==> src/rtl/ifu_pc_sequencer_pkg.sv <==
// Purpose: shared constants, cause codes and state encoding for the IFU PC sequencer.
// Latency: n/a (declarations only).
// Backpressure: n/a.
package ifu_pc_sequencer_pkg;

    // Default memory map for the instruction fetch unit.
    localparam logic [31:0] PC_RESET_DEF    = 32'h0000_3000;
    localparam logic [31:0] HANDLER_VEC_DEF = 32'h0000_4180;
    localparam logic [31:0] IM_TOP_DEF      = 32'h0000_4FFC;

    // Cause code recorded for an instruction-fetch address error.
    localparam logic [4:0]  EXC_ADEL        = 5'd4;

    // Sequencer mode. The encoding is visible to software debug, keep it fixed.
    typedef enum logic [1:0] {
        ST_USER   = 2'b00,
        ST_KERNEL = 2'b01,
        ST_HALT   = 2'b10
    } state_t;

    // Word-aligned and inside [lo, hi] inclusive.
    function automatic logic addr_legal(input logic [31:0] addr,
                                        input logic [31:0] lo,
                                        input logic [31:0] hi);
        return (addr[1:0] == 2'b00) && (addr >= lo) && (addr <= hi);
    endfunction

endpackage

==> src/rtl/ifu_addr_chk.sv <==
// Purpose: flags an illegal instruction-fetch address (misaligned or outside IM window).
// Latency: purely combinational, zero cycles.
// Backpressure: none; evaluates every cycle.
//
// Ports:
//   pc    in  32  fetch address to check
//   fault out  1  pc is misaligned, below lo_addr or above hi_addr
module ifu_addr_chk
    import ifu_pc_sequencer_pkg::*;
#(
    parameter logic [31:0] LO_ADDR = PC_RESET_DEF,
    parameter logic [31:0] HI_ADDR = IM_TOP_DEF
) (
    input  logic [31:0] pc,
    output logic        fault
);

    always_comb begin
        fault = !addr_legal(pc, LO_ADDR, HI_ADDR);
    end

endmodule

==> src/rtl/ifu_pc_sequencer.sv <==
// Purpose: fetch PC sequencer with branch redirect, exception entry/return and double-fault halt.
// Latency: every redirect (branch, exception, eret) becomes the new pc exactly one cycle later.
// Backpressure: stall holds pc and mode and drops a pending branch; exceptions still enter.
//
// Ports:
//   clk, reset_n               clock, synchronous active-low reset
//   stall                      hold pc/mode (exception entry still allowed)
//   br_valid, br_target        branch/jump redirect
//   exc_req, exc_code          external exception/interrupt request and cause
//   eret, epc_in               return from handler and its target
//   pc, fetch_valid            fetch address and its legality/activity
//   exl, cause, epc_out        handler-mode flag, latched cause, exception pc
//   bad_vaddr, halted          faulting fetch address, double-fault halt flag
module ifu_pc_sequencer
    import ifu_pc_sequencer_pkg::*;
#(
    parameter logic [31:0] PC_RESET    = PC_RESET_DEF,
    parameter logic [31:0] HANDLER_VEC = HANDLER_VEC_DEF,
    parameter logic [31:0] IM_TOP      = IM_TOP_DEF
) (
    input  logic        clk,
    input  logic        reset_n,
    input  logic        stall,
    input  logic        br_valid,
    input  logic [31:0] br_target,
    input  logic        exc_req,
    input  logic [4:0]  exc_code,
    input  logic        eret,
    input  logic [31:0] epc_in,
    output logic [31:0] pc,
    output logic        fetch_valid,
    output logic        exl,
    output logic [4:0]  cause,
    output logic [31:0] epc_out,
    output logic [31:0] bad_vaddr,
    output logic        halted
);

    state_t      state;
    logic        fault;
    logic [31:0] pc_inc;

    ifu_addr_chk #(
        .LO_ADDR (PC_RESET),
        .HI_ADDR (IM_TOP)
    ) u_addr_chk (
        .pc    (pc),
        .fault (fault)
    );

    // Wraps modulo 2^32; a wrapped or over-the-top pc is caught by the checker
    // on the cycle it is presented.
    always_comb begin
        pc_inc = pc + 32'd4;
    end

    // The fault is a function of the current pc, so an illegal target is
    // fetched-invalid on its own cycle and acted on at the following edge.
    always_comb begin
        fetch_valid = (state != ST_HALT) && !fault;
    end

    always_ff @(posedge clk) begin
        if (!reset_n) begin
            state     <= ST_USER;
            pc        <= PC_RESET;
            exl       <= 1'b0;
            halted    <= 1'b0;
            cause     <= 5'd0;
            epc_out   <= 32'd0;
            bad_vaddr <= 32'd0;
        end else begin
            case (state)
                ST_USER: begin
                    // Entry ignores stall: the faulting/interrupted fetch must not retire.
                    if (fault || exc_req) begin
                        state   <= ST_KERNEL;
                        exl     <= 1'b1;
                        pc      <= HANDLER_VEC;
                        epc_out <= pc;
                        if (fault) begin
                            cause     <= EXC_ADEL;
                            bad_vaddr <= pc;
                        end else begin
                            cause <= exc_code;
                        end
                    end else if (stall) begin
                        pc <= pc;
                    end else if (br_valid) begin
                        pc <= br_target;
                    end else begin
                        pc <= pc_inc;
                    end
                    // eret has no meaning outside the handler and falls through.
                end

                ST_KERNEL: begin
                    if (fault) begin
                        // Faulting inside the handler cannot be recovered; freeze
                        // the pc so the offending address stays observable.
                        state     <= ST_HALT;
                        exl       <= 1'b0;
                        halted    <= 1'b1;
                        cause     <= EXC_ADEL;
                        bad_vaddr <= pc;
                    end else if (eret && !stall) begin
                        state <= ST_USER;
                        exl   <= 1'b0;
                        pc    <= epc_in;
                    end else if (stall) begin
                        pc <= pc;
                    end else if (br_valid) begin
                        pc <= br_target;
                    end else begin
                        pc <= pc_inc;
                    end
                    // exc_req is not accepted here; the source keeps it asserted
                    // until the handler returns.
                end

                ST_HALT: begin
                    // Only reset leaves HALT.
                    pc <= pc;
                end

                default: begin
                    // Unused encoding: treat as a fatal condition.
                    state  <= ST_HALT;
                    exl    <= 1'b0;
                    halted <= 1'b1;
                end
            endcase
        end
    end

endmodule

==> config.mk <==
export PLATFORM = sky130hd
export DESIGN_NAME = ifu_pc_sequencer
export DESIGN_NICKNAME = d
export VERILOG_FILES = /design/src/rtl/ifu_pc_sequencer_pkg.sv /design/src/rtl/ifu_addr_chk.sv /design/src/rtl/ifu_pc_sequencer.sv
export SDC_FILE = /design/constraint.sdc
export NUM_CORES = 1
export LEC_CHECK = 0
export CAP_MARGIN = 10
export CORE_AREA = 2 2 111 113
export DETAILED_ROUTE_END_ITERATION = 10
export DIE_AREA = 0 0 113 115
export GPL_TIMING_DRIVEN = 0
export HOLD_SLACK_MARGIN = 0.03
export PLACE_DENSITY = 0.79
export SLEW_MARGIN = 10
export SYNTH_ARGS = -nofsm -noshare
export SYNTH_HDL_FRONTEND = slang
export SYNTH_SLANG_ARGS = --single-unit
==> constraint.sdc <==
create_clock -name clk -period 2.85 [get_ports clk]
set_input_delay 0.57 -clock clk [delete_from_list [all_inputs] [get_ports clk]]
set_output_delay 0.57 -clock clk [all_outputs]
set_load 0.01 [all_outputs]
**Word level (Yosys, flattened, before mapping)**

Index checks and enable logic that the tools add are counted.
W data, S select, Z words.

- Flip-flop bits (word level): 105
- Logic and storage cells: 59
- Memory bits (read-only): 0
- Latch bits: 0
- Input port bits: 75
- Memory bits (writable): 0
- Memories kept: 0

- Bitwise gates (word level): 2
- Reductions and logical operators: 17
- Equality and inequality tests: 7
- Divide/modulo/power cells: 0
- Shift-type cells: 0
- Add/sub/neg operators: 1
- Muxes and demuxes: 23
- Order comparisons: 2
- $mul: 0

Operators by type and width:

| operator | count |
|---|---|
| $mux W32 | 7 |
| $pmux W32 S2 | 2 |
| $add A32 B3 Y32 const B | 1 |
| $ge A32 B14 Y1 const B | 1 |
| $le A32 B15 Y1 const B | 1 |
| $mux W5 | 3 |
| $pmux W5 S2 | 1 |
| $ne A2 B2 Y1 const B | 4 |
| $reduce_and A2 Y1 | 4 |
| $mux W2 | 3 |
| $pmux W2 S3 | 1 |
| $reduce_and A3 Y1 | 2 |
| $logic_and A1 B1 Y1 | 4 |
| $logic_not A2 Y1 | 2 |
| $mux W1 | 4 |
| $ne A3 B3 Y1 const B | 1 |
| $pmux W1 S3 | 1 |
| $eq A2 B1 Y1 const B | 1 |
| $eq A2 B2 Y1 const B | 1 |
| $logic_not A1 Y1 | 2 |
| $not A1 Y1 | 2 |
| $pmux W1 S2 | 1 |
| $reduce_bool A2 Y1 | 1 |
| $reduce_or A2 Y1 | 1 |
| $logic_or A1 B1 Y1 | 1 |

**Depth between registers and ports, before layout**

Gate-level depths: netlist (run 1).

- Depth after elaboration: 7
- Depth in mapped cells: 8

**Hierarchy**

From an unflattened synthesis (run 1), not the netlist that was laid out.

- Cell total of the unflattened synthesis: 730
- Area total of the unflattened synthesis: 5,326.4 sq um

Modules (own cells, without submodules):

| module | seq. area each (sq um) | times used | cells each | area each (sq um) |
|---|---|---|---|---|
| ifu_pc_sequencer | 2,082.0 | 1 | 720 | 5,267.6 |
| ifu_addr_chk | 0.0 | 1 | 10 | 58.8 |

**Least setup slack after synthesis (run 1)**

Ideal clock, no wire load.

- Kind: input to register
- From: input stall
- To: register pc[1]
- Library setup time: 0.070 ns
- Arrival time: 2.249 ns
- Slack: 0.531 ns
- Stages: 7
- Path buffers: 3
- Cell sequence: clkbuf_1 > nand2b_1 > nor3_1 > clkbuf_1 > clkbuf_1 > a22oi_1 > a21oi_1

- Longest elaborated chain between the ends: 5
- Elaborated cells between the ends (all ways): 7
- Classes of those cells: mux (5); reduce/logical (2)

Ends and longest elaborated chain:

| item | RTL line | RTL |
|---|---|---|
| start: declaration | ifu_pc_sequencer.sv:23 | `input logic stall,` |
| $logic_not A1 Y1 | ifu_pc_sequencer.sv:106 | `end else if (eret && !stall) begin` |
| $logic_and A1 B1 Y1 | ifu_pc_sequencer.sv:106 |  |
| $mux W32 | ifu_pc_sequencer.sv:106 |  |
| $mux W32 | ifu_pc_sequencer.sv:98 | `if (fault) begin` |
| $pmux W32 S2 (*) | ifu_pc_sequencer.sv:73 | `case (state)` |
| end signal: assignment | ifu_pc_sequencer.sv:109 | `pc <= epc_in;` |
| end signal: assignment | ifu_pc_sequencer.sv:111 | `pc <= pc;` |
| end signal: assignment | ifu_pc_sequencer.sv:113 | `pc <= br_target;` |
| end: declaration | ifu_pc_sequencer.sv:30 | `output logic [31:0] pc,` |

Every way passes the cells marked *; elsewhere a longest branch is shown, timed or not. The select of a mux whose other input is x is not followed.
A chain may end at the register's enable or synchronous reset.

**Final worst setup path (run 1)**

- From: register pc[16]
- To: register pc[14]

- Longest elaborated chain between the ends: 7
- Elaborated cells between the ends (all ways): 10
- Classes of those cells: order compare (2); eq/ne (1); mux (2); reduce/logical (5)

Ends and longest elaborated chain:

| item | RTL line | RTL |
|---|---|---|
| start signal: assignment | ifu_pc_sequencer.sv:88 | `pc <= pc;` |
| start signal: assignment | ifu_pc_sequencer.sv:90 | `pc <= br_target;` |
| start signal: assignment | ifu_pc_sequencer.sv:92 | `pc <= pc_inc;` |
| $ge A32 B14 Y1 | ifu_pc_sequencer_pkg.sv:25 | `return (addr[1:0] == 2'b00) && (addr >= lo) && (addr <= hi);` |
| $logic_and A1 B1 Y1 | ifu_pc_sequencer_pkg.sv:25 |  |
| $logic_and A1 B1 Y1 (*) | ifu_pc_sequencer_pkg.sv:25 |  |
| $logic_not A1 Y1 | ifu_addr_chk.sv:19 | `fault = !addr_legal(pc, LO_ADDR, HI_ADDR);` |
| $logic_or A1 B1 Y1 | ifu_pc_sequencer.sv:76 | `if (fault \|\| exc_req) begin` |
| $mux W32 | ifu_pc_sequencer.sv:76 |  |
| $pmux W32 S2 | ifu_pc_sequencer.sv:73 |  |

Every way passes the cells marked *; elsewhere a longest branch is shown, timed or not.

==> results.yml, run 1 <==
run_status:
  status: "finished with violations"
  violations: "design-rule violations"
sta:
  rsz0062_at_grt: "false"
  hold_viol_final: 0
  clock_skew_ns: 0.00635
  finalSetupTns_ns: 0
  fmax_ghz: 0.363
  fin_crit_ns: 2.76
  finalCritPeriodShare_pct: 96.7
  timing.hold.ws_ns: 0.467
  worst_pin_slew_ns: 0.759
  slew_headroom_pct: 49.4
  slew_violations: 0
  setup_viol: 0
clock_network:
  cts_tree: "done"
  clk_pin_slew_ns: 0.07
  numCtsBuffers: 9
  htreeDepth: 3
  clkSinkCount: 104
  cts-root-buf: "clkbuf_16"
  clock_latency_ns: 0.36
  clock_path_buffers: 2
finish:
  multi_input_area_um2: 2950
  fillerInstances: 1038
  syn_to_final_growth_pct: 43.8
  seqCellArea_um2: 2080
  finalInstanceArea_um2: 7600
  diodes: 0
  layout_commonest_cell: "clkdlybuf4s50_1"
  layout_common_cells: "clkdlybuf4s50_1 (174), dfxtp_1 (102), nand2_1 (76)"
  layout-drive-gt1-share_pct: 6.50
  nets: 918
  fin_cells: 993
drt:
  dr.pass1.iters: 8
  post-route-drc-count: 7
  wl_um: 21000
  drtIter0Drc: 659
  wl_per_cell_um: 21.1
  drt-vias-per-instance: 5.97
  vias: 5926
  ant_nets: 0
worst_setup_path:
  worstSetupPathType: "flop to flop"
  crit_path_start: "pc[16]$_SDFFE_PN0P_"
  reg2reg_to: "pc[14]$_SDFFE_PN0P_"
  r2r_slack_ns: 0.09
  worstReg2RegStart: "pc[16]$_SDFFE_PN0P_"
  crit_path_end_kind: "flop"
  critPathRequiredTime_ns: 3.06
  reg2reg_depth: 8
  arrival_ns: 2.97
  crit_end: "pc[14]$_SDFFE_PN0P_"
  path_max_fanout: 10
  cp-start-kind: "flop"
logic_synthesis:
  synthArstFlopShare_pct: 0
  syn_inst: 654
  synth.distinct_cells: 64
  synth_area_um2: 5290
  synth_ff_type: "dfxtp_1"
  synth_edf_count: 0
  synth_nets: 731
  ys_seq_elements: 104
  ys_warn_count: 0
  ys_seq_area_share_pct: 39.4
  avgSynthCellArea_um2: 8.08
place:
  port_buffers: 175
  dp_cells: 976
  gp_congestion: 0.975
  place_area_um2: 7220
  hpwl_um: 15600
global_routing:
  gr-total-overflow: 0
  antenna_found_initial: 0
  grt_pass1_vias: 5721
  grt_use_total_pct: 31.3
  grt_start_max_net_pins: 18
  grt_pass1_wl_um: 31500
die:
  die_width_um: 113
  die_h_um: 115
  ios: 179
  rows: 40
  start_util_pct: 44.8
  core-area_um2: 11800
  dieArea_um2: 13000
power:
  leakagePower_nw: 2.73
  p_total_mw: 6.58
  share_seq_of_total_power_pct: 30.2
  clkPwrFrac_pct: 20.9
  vdd.ir_drop.worst_v: 0.000648
  power.internal_mw: 3.88
  pwr-share-comb_pct: 49.0
  p_sw_mw: 2.70
  p_per_area_nw_per_um2: 865
  swShare_pct: 41.1
worst_hold_path:
  hold_class: "flop to flop"
job:
  drv_cap: 0
==> synth_stat cells (2+ instances only) <==
master / instances / area share [%]
clkbuf_1: 49 / 3.5
inv_1: 8 / 0.57
a31o_2: 2 / 0.33
nor2b_1: 34 / 4.0
a2bb2oi_1: 5 / 0.83
o21ai_0: 72 / 6.8
a32oi_1: 6 / 0.99
a22o_1: 5 / 0.83
nand3_1: 51 / 4.8
ha_1: 2 / 0.47
nor2_1: 33 / 2.3
o211a_1: 2 / 0.38
a21oi_1: 30 / 2.8
nor3b_1: 2 / 0.28
or3_1: 6 / 0.71
nand2_1: 76 / 5.4
a21boi_0: 2 / 0.28
nand4_1: 9 / 1.1
and3_1: 9 / 1.1
a41oi_1: 4 / 0.66
a211oi_1: 5 / 0.71
o221ai_1: 8 / 1.3
dfxtp_1: 104 / 39
o21a_1: 2 / 0.28
o21ai_1: 5 / 0.47
nor3_1: 5 / 0.47
nor4b_1: 2 / 0.33
or2_2: 2 / 0.24
nand2b_1: 5 / 0.59
or4_1: 4 / 0.57
o41ai_1: 2 / 0.33
a31oi_1: 11 / 1.3
o22ai_1: 6 / 0.71
buf_2: 9 / 0.85
a22oi_1: 8 / 1.1
mux2_2: 2 / 0.43
and4_1: 3 / 0.50
and2_1: 2 / 0.24
o211ai_1: 4 / 0.57
nor4_1: 2 / 0.24
mux2i_1: 33 / 6.2
==> logic make-up (layout without fill, tap and decap cells) <==
logic type               after synthesis  after routing  synth area share [%]
flip-flops                           104            104                  39.4
AND/OR/NAND/NOR                      254            254                  25.1
adder cells (fa/ha/maj)                2              2                 0.473
AO/OA/AOI/OAI                        190            190                  23.1
buffers and inverters                 69            261                  5.33
multiplexers                          35             35                  6.67
==> flip-flops by register name, indices dropped and copies added, names as in the netlist <==
register	count
cause	5
state	1
pc	32
halted	1
exl	1
epc_out	32
bad_vaddr	32
==> worst max-delay path: stages (launching register included) <==
cell	delay, ns
dfxtp_1	0.33
buf_6	0.15
or4_4	0.57
nor3_4	0.26
nand3_4	0.15
buf_4	0.18
o31ai_4	0.60
and3_1	0.29
o22ai_1	0.09
==> metrics by stage <==
stage | util (%) | worst slack (ns)
after floorplan | - | 0.531
after global placement | 61.1 | -0.512
after detailed placement | 61.1 | -0.489
after CTS | 64.1 | 0.0323
after global routing | 64.3 | 0.00713
final | 64.3 | 0.0938
==> power groups by stage <==
stage          Clock (mW)  Sequential, mW  Combinational (mW)
6_report             1.37            1.98                3.22
3_3_place_gp            0            1.98                3.04
4_1_cts              1.38            1.97                3.13
2_1_floorplan           0            2.04                1.74
5_1_grt              1.43            2.02                3.41
3_5_place_dp            0            1.99                3.08
==> how the worst min path moves through the flow <==
stage,startpoint,end,cells past startpoint
6_report,epc_out[12]$_SDFFE_PN0P_,epc_out[12]$_SDFFE_PN0P_,2
5_1_grt,epc_out[10]$_SDFFE_PN0P_,epc_out[10]$_SDFFE_PN0P_,2
4_1_cts,epc_out[12]$_SDFFE_PN0P_,epc_out[12]$_SDFFE_PN0P_,2
3_5_place_dp,cause[4]$_SDFFE_PN0P_,cause[4]$_SDFFE_PN0P_,2
3_3_place_gp,cause[0]$_SDFFE_PN0P_,cause[0]$_SDFFE_PN0P_,2
2_1_floorplan,cause[0]$_SDFFE_PN0P_,cause[0]$_SDFFE_PN0P_,2
==> final cells by class <==
class	count	share of cell area [%]
flip-flops and latches	104	27.4
plain buffers	58	3.24
clock inverters	6	1.19
well taps	147	2.42
multi-input cells	481	38.8
repair buffers	179	23.4
inverters	8	0.395
clock buffers	10	3.14
==> metal layers <==
metal,part of all wire [%],GRT usage [%]
met3,8.9,6.27
met4,2.1,9.35
met2,46,52.3
met5,0,0
met1,43,41.3
==> timing repair <==
action / 4_1_cts / 5_1_grt
setup endpoints to repair: 32 / 4
resized for setup: 9 / 5
hold buffers: 0 / 0
pin swaps: 2 / 2
setup buffers: 1 / 3
Power figures use the tool's default switching activity.
==> inputs of run 2 (changes only) <==
==> constraint.sdc (replaced) <==
create_clock -name clk -period 2.85 [get_ports clk]
set_input_delay 0.855 -clock clk [delete_from_list [all_inputs] [get_ports clk]]
set_output_delay 0.855 -clock clk [all_outputs]
set_load 0.01 [all_outputs]
==> results.yml, run 2 (synthesis results as in run 1) <==
worst_setup_path:
  path_max_fanout: 8
  arrival_ns: 1.96
  cp-start-kind: "flop"
  crit_path_end_kind: "output pin"
  reg2reg_depth: 7
  critPathRequiredTime_ns: 2.00
  worstSetupPathType: "flop to output pin"
  worstReg2RegStart: "pc[17]$_SDFFE_PN0P_"
  reg2reg_to: "epc_out[25]$_SDFFE_PN0P_"
  r2r_slack_ns: 0.09
place:
  port_buffers: 175
  gp_congestion: 0.975
  dp_cells: 976
  dp_slack_ns: -0.774
  hpwl_um: 15600
power:
  leakagePower_nw: 2.72
  p_total_mw: 6.59
  p_per_area_nw_per_um2: 866
  vdd.ir_drop.worst_v: 0.000649
finish:
  fin_cells: 990
  layout_commonest_cell: "clkdlybuf4s50_1"
  nets: 915
  diodes: 0
  syn_to_final_growth_pct: 44.0
  layout-drive-gt1-share_pct: 7.35
  layout_common_cells: "clkdlybuf4s50_1 (174), dfxtp_1 (97), nand2_1 (76)"
  fillerInstances: 1045
  top_regs: "bad_vaddr: 32 flops, epc_out: 32 flops, pc: 32 flops"
drt:
  drt-vias-per-instance: 5.99
  vias: 5931
  wl_per_cell_um: 21.3
  drtIter0Drc: 773
  post-route-drc-count: 7
  ant_nets: 0
  wl_um: 21100
  dr.pass1.iters: 9
sta:
  timing.hold.ws_ns: 0.467
  clock_skew_ns: 0.00967
  worst_pin_slew_ns: 0.763
  finalCritPeriodShare_pct: 98.7
  slew_violations: 0
  setup_viol: 0
  layout_setup_ws_ns: 0.0381
  fmax_ghz: 0.356
  slew_headroom_pct: 49.2
  fin_crit_ns: 2.81
  hold_viol_final: 0
  rsz0062_at_grt: "false"
worst_hold_path:
  hold_class: "flop to flop"
  min_from: "epc_out[12]$_SDFFE_PN0P_"
  min_path_cells: 2
  hold_end: "epc_out[12]$_SDFFE_PN0P_"
global_routing:
  antenna_found_initial: 0
  grt_pass1_wl_um: 31500
  grt_start_max_net_pins: 18
  gr-total-overflow: 0
  grt_use_total_pct: 31.4
  grt_pass1_vias: 5759
clock_network:
  clock_path_buffers: 2
  numCtsBuffers: 9
  clock_latency_ns: 0.36
  htreeDepth: 3
  cts.hold.buffers_added: 0
  clk_pin_slew_ns: 0.07
  cts-root-buf: "clkbuf_16"
  cts_tree: "done"
  clkSinkCount: 104
run_status:
  status: "finished with violations"
  violations: "design-rule violations"
die:
  core-area_um2: 11800
  ios: 179
  dieArea_um2: 13000
  die_width_um: 113
  rows: 40
  start_util_pct: 44.8
  die_h_um: 115
job:
  drv_cap: 0
==> run 2: layer usage <==
layer  track usage (%)  wire length, um  vias up
li1                  -                -     2752
met1              41.2             8900     2806
met2              52.6             9870      332
met3              6.27             1910       41
met4              9.35              414        0
met5                 0                0        -
==> run 2: stage by stage <==
stage / util (%) / TNS (ns) / instance area, um^2
floorplan: - / 0 / 5290
global placement: 61.1 / -13.06 / 7220
detailed placement: 61.1 / -13.41 / 7220
CTS: 64.2 / 0 / 7580
global route: 64.4 / 0 / 7610
finish: 64.4 / 0 / 7610
==> run 2: report_power, final <==
| part | switching [mW] | total (mW) | internal (mW) |
|---|---|---|---|
| Clock | 0.580 | 1.38 | 0.797 |
| Sequential | 0.290 | 2.01 | 1.73 |
| Combinational | 1.85 | 3.20 | 1.35 |
| Total | 2.72 | 6.59 | 3.87 |
==> run 2: layout make-up <==
| class | instances | area [um^2] | area share [%] |
|---|---|---|---|
| Multi-Input combinational cell | 481 | 2970 | 39.0 |
| Clock buffer | 10 | 239 | 3.14 |
| Clock inverter | 6 | 90.1 | 1.18 |
| Timing Repair Buffer | 177 | 1760 | 23.1 |
| Tap cell | 147 | 184 | 2.42 |
| Buffer | 57 | 248 | 3.25 |
| Inverter | 8 | 30.0 | 0.395 |
| Sequential cell | 104 | 2090 | 27.5 |
==> run 2: repair_timing <==
action	in CTS	in global routing
pin swaps	3	1
gates resized for setup	14	12
setup buffers	2	0
endpoints found under the setup margin	41	14
==> run 2: worst max-delay path by stage <==
stage / to / start / slack [ns]
after global placement: pc[1]$_SDFFE_PN0P_ / eret / -0.80
after global routing: fetch_valid / pc[26]$_SDFFE_PN0P_ / 0.002
final: fetch_valid / pc[17]$_SDFFE_PN0P_ / 0.04
after CTS: fetch_valid / pc[20]$_SDFFE_PN0P_ / 0.002
after floorplan: pc[1]$_SDFFE_PN0P_ / stall / 0.25
after detailed placement: pc[1]$_SDFFE_PN0P_ / eret / -0.77
==> run 2: critical path, stage by stage (launching register included) <==
cell and delay, ns:
dfxtp_1 0.44, or4_4 0.61, nor2_4 0.19, nand3_4 0.10
a21oi_2 0.12, buf_2 0.14
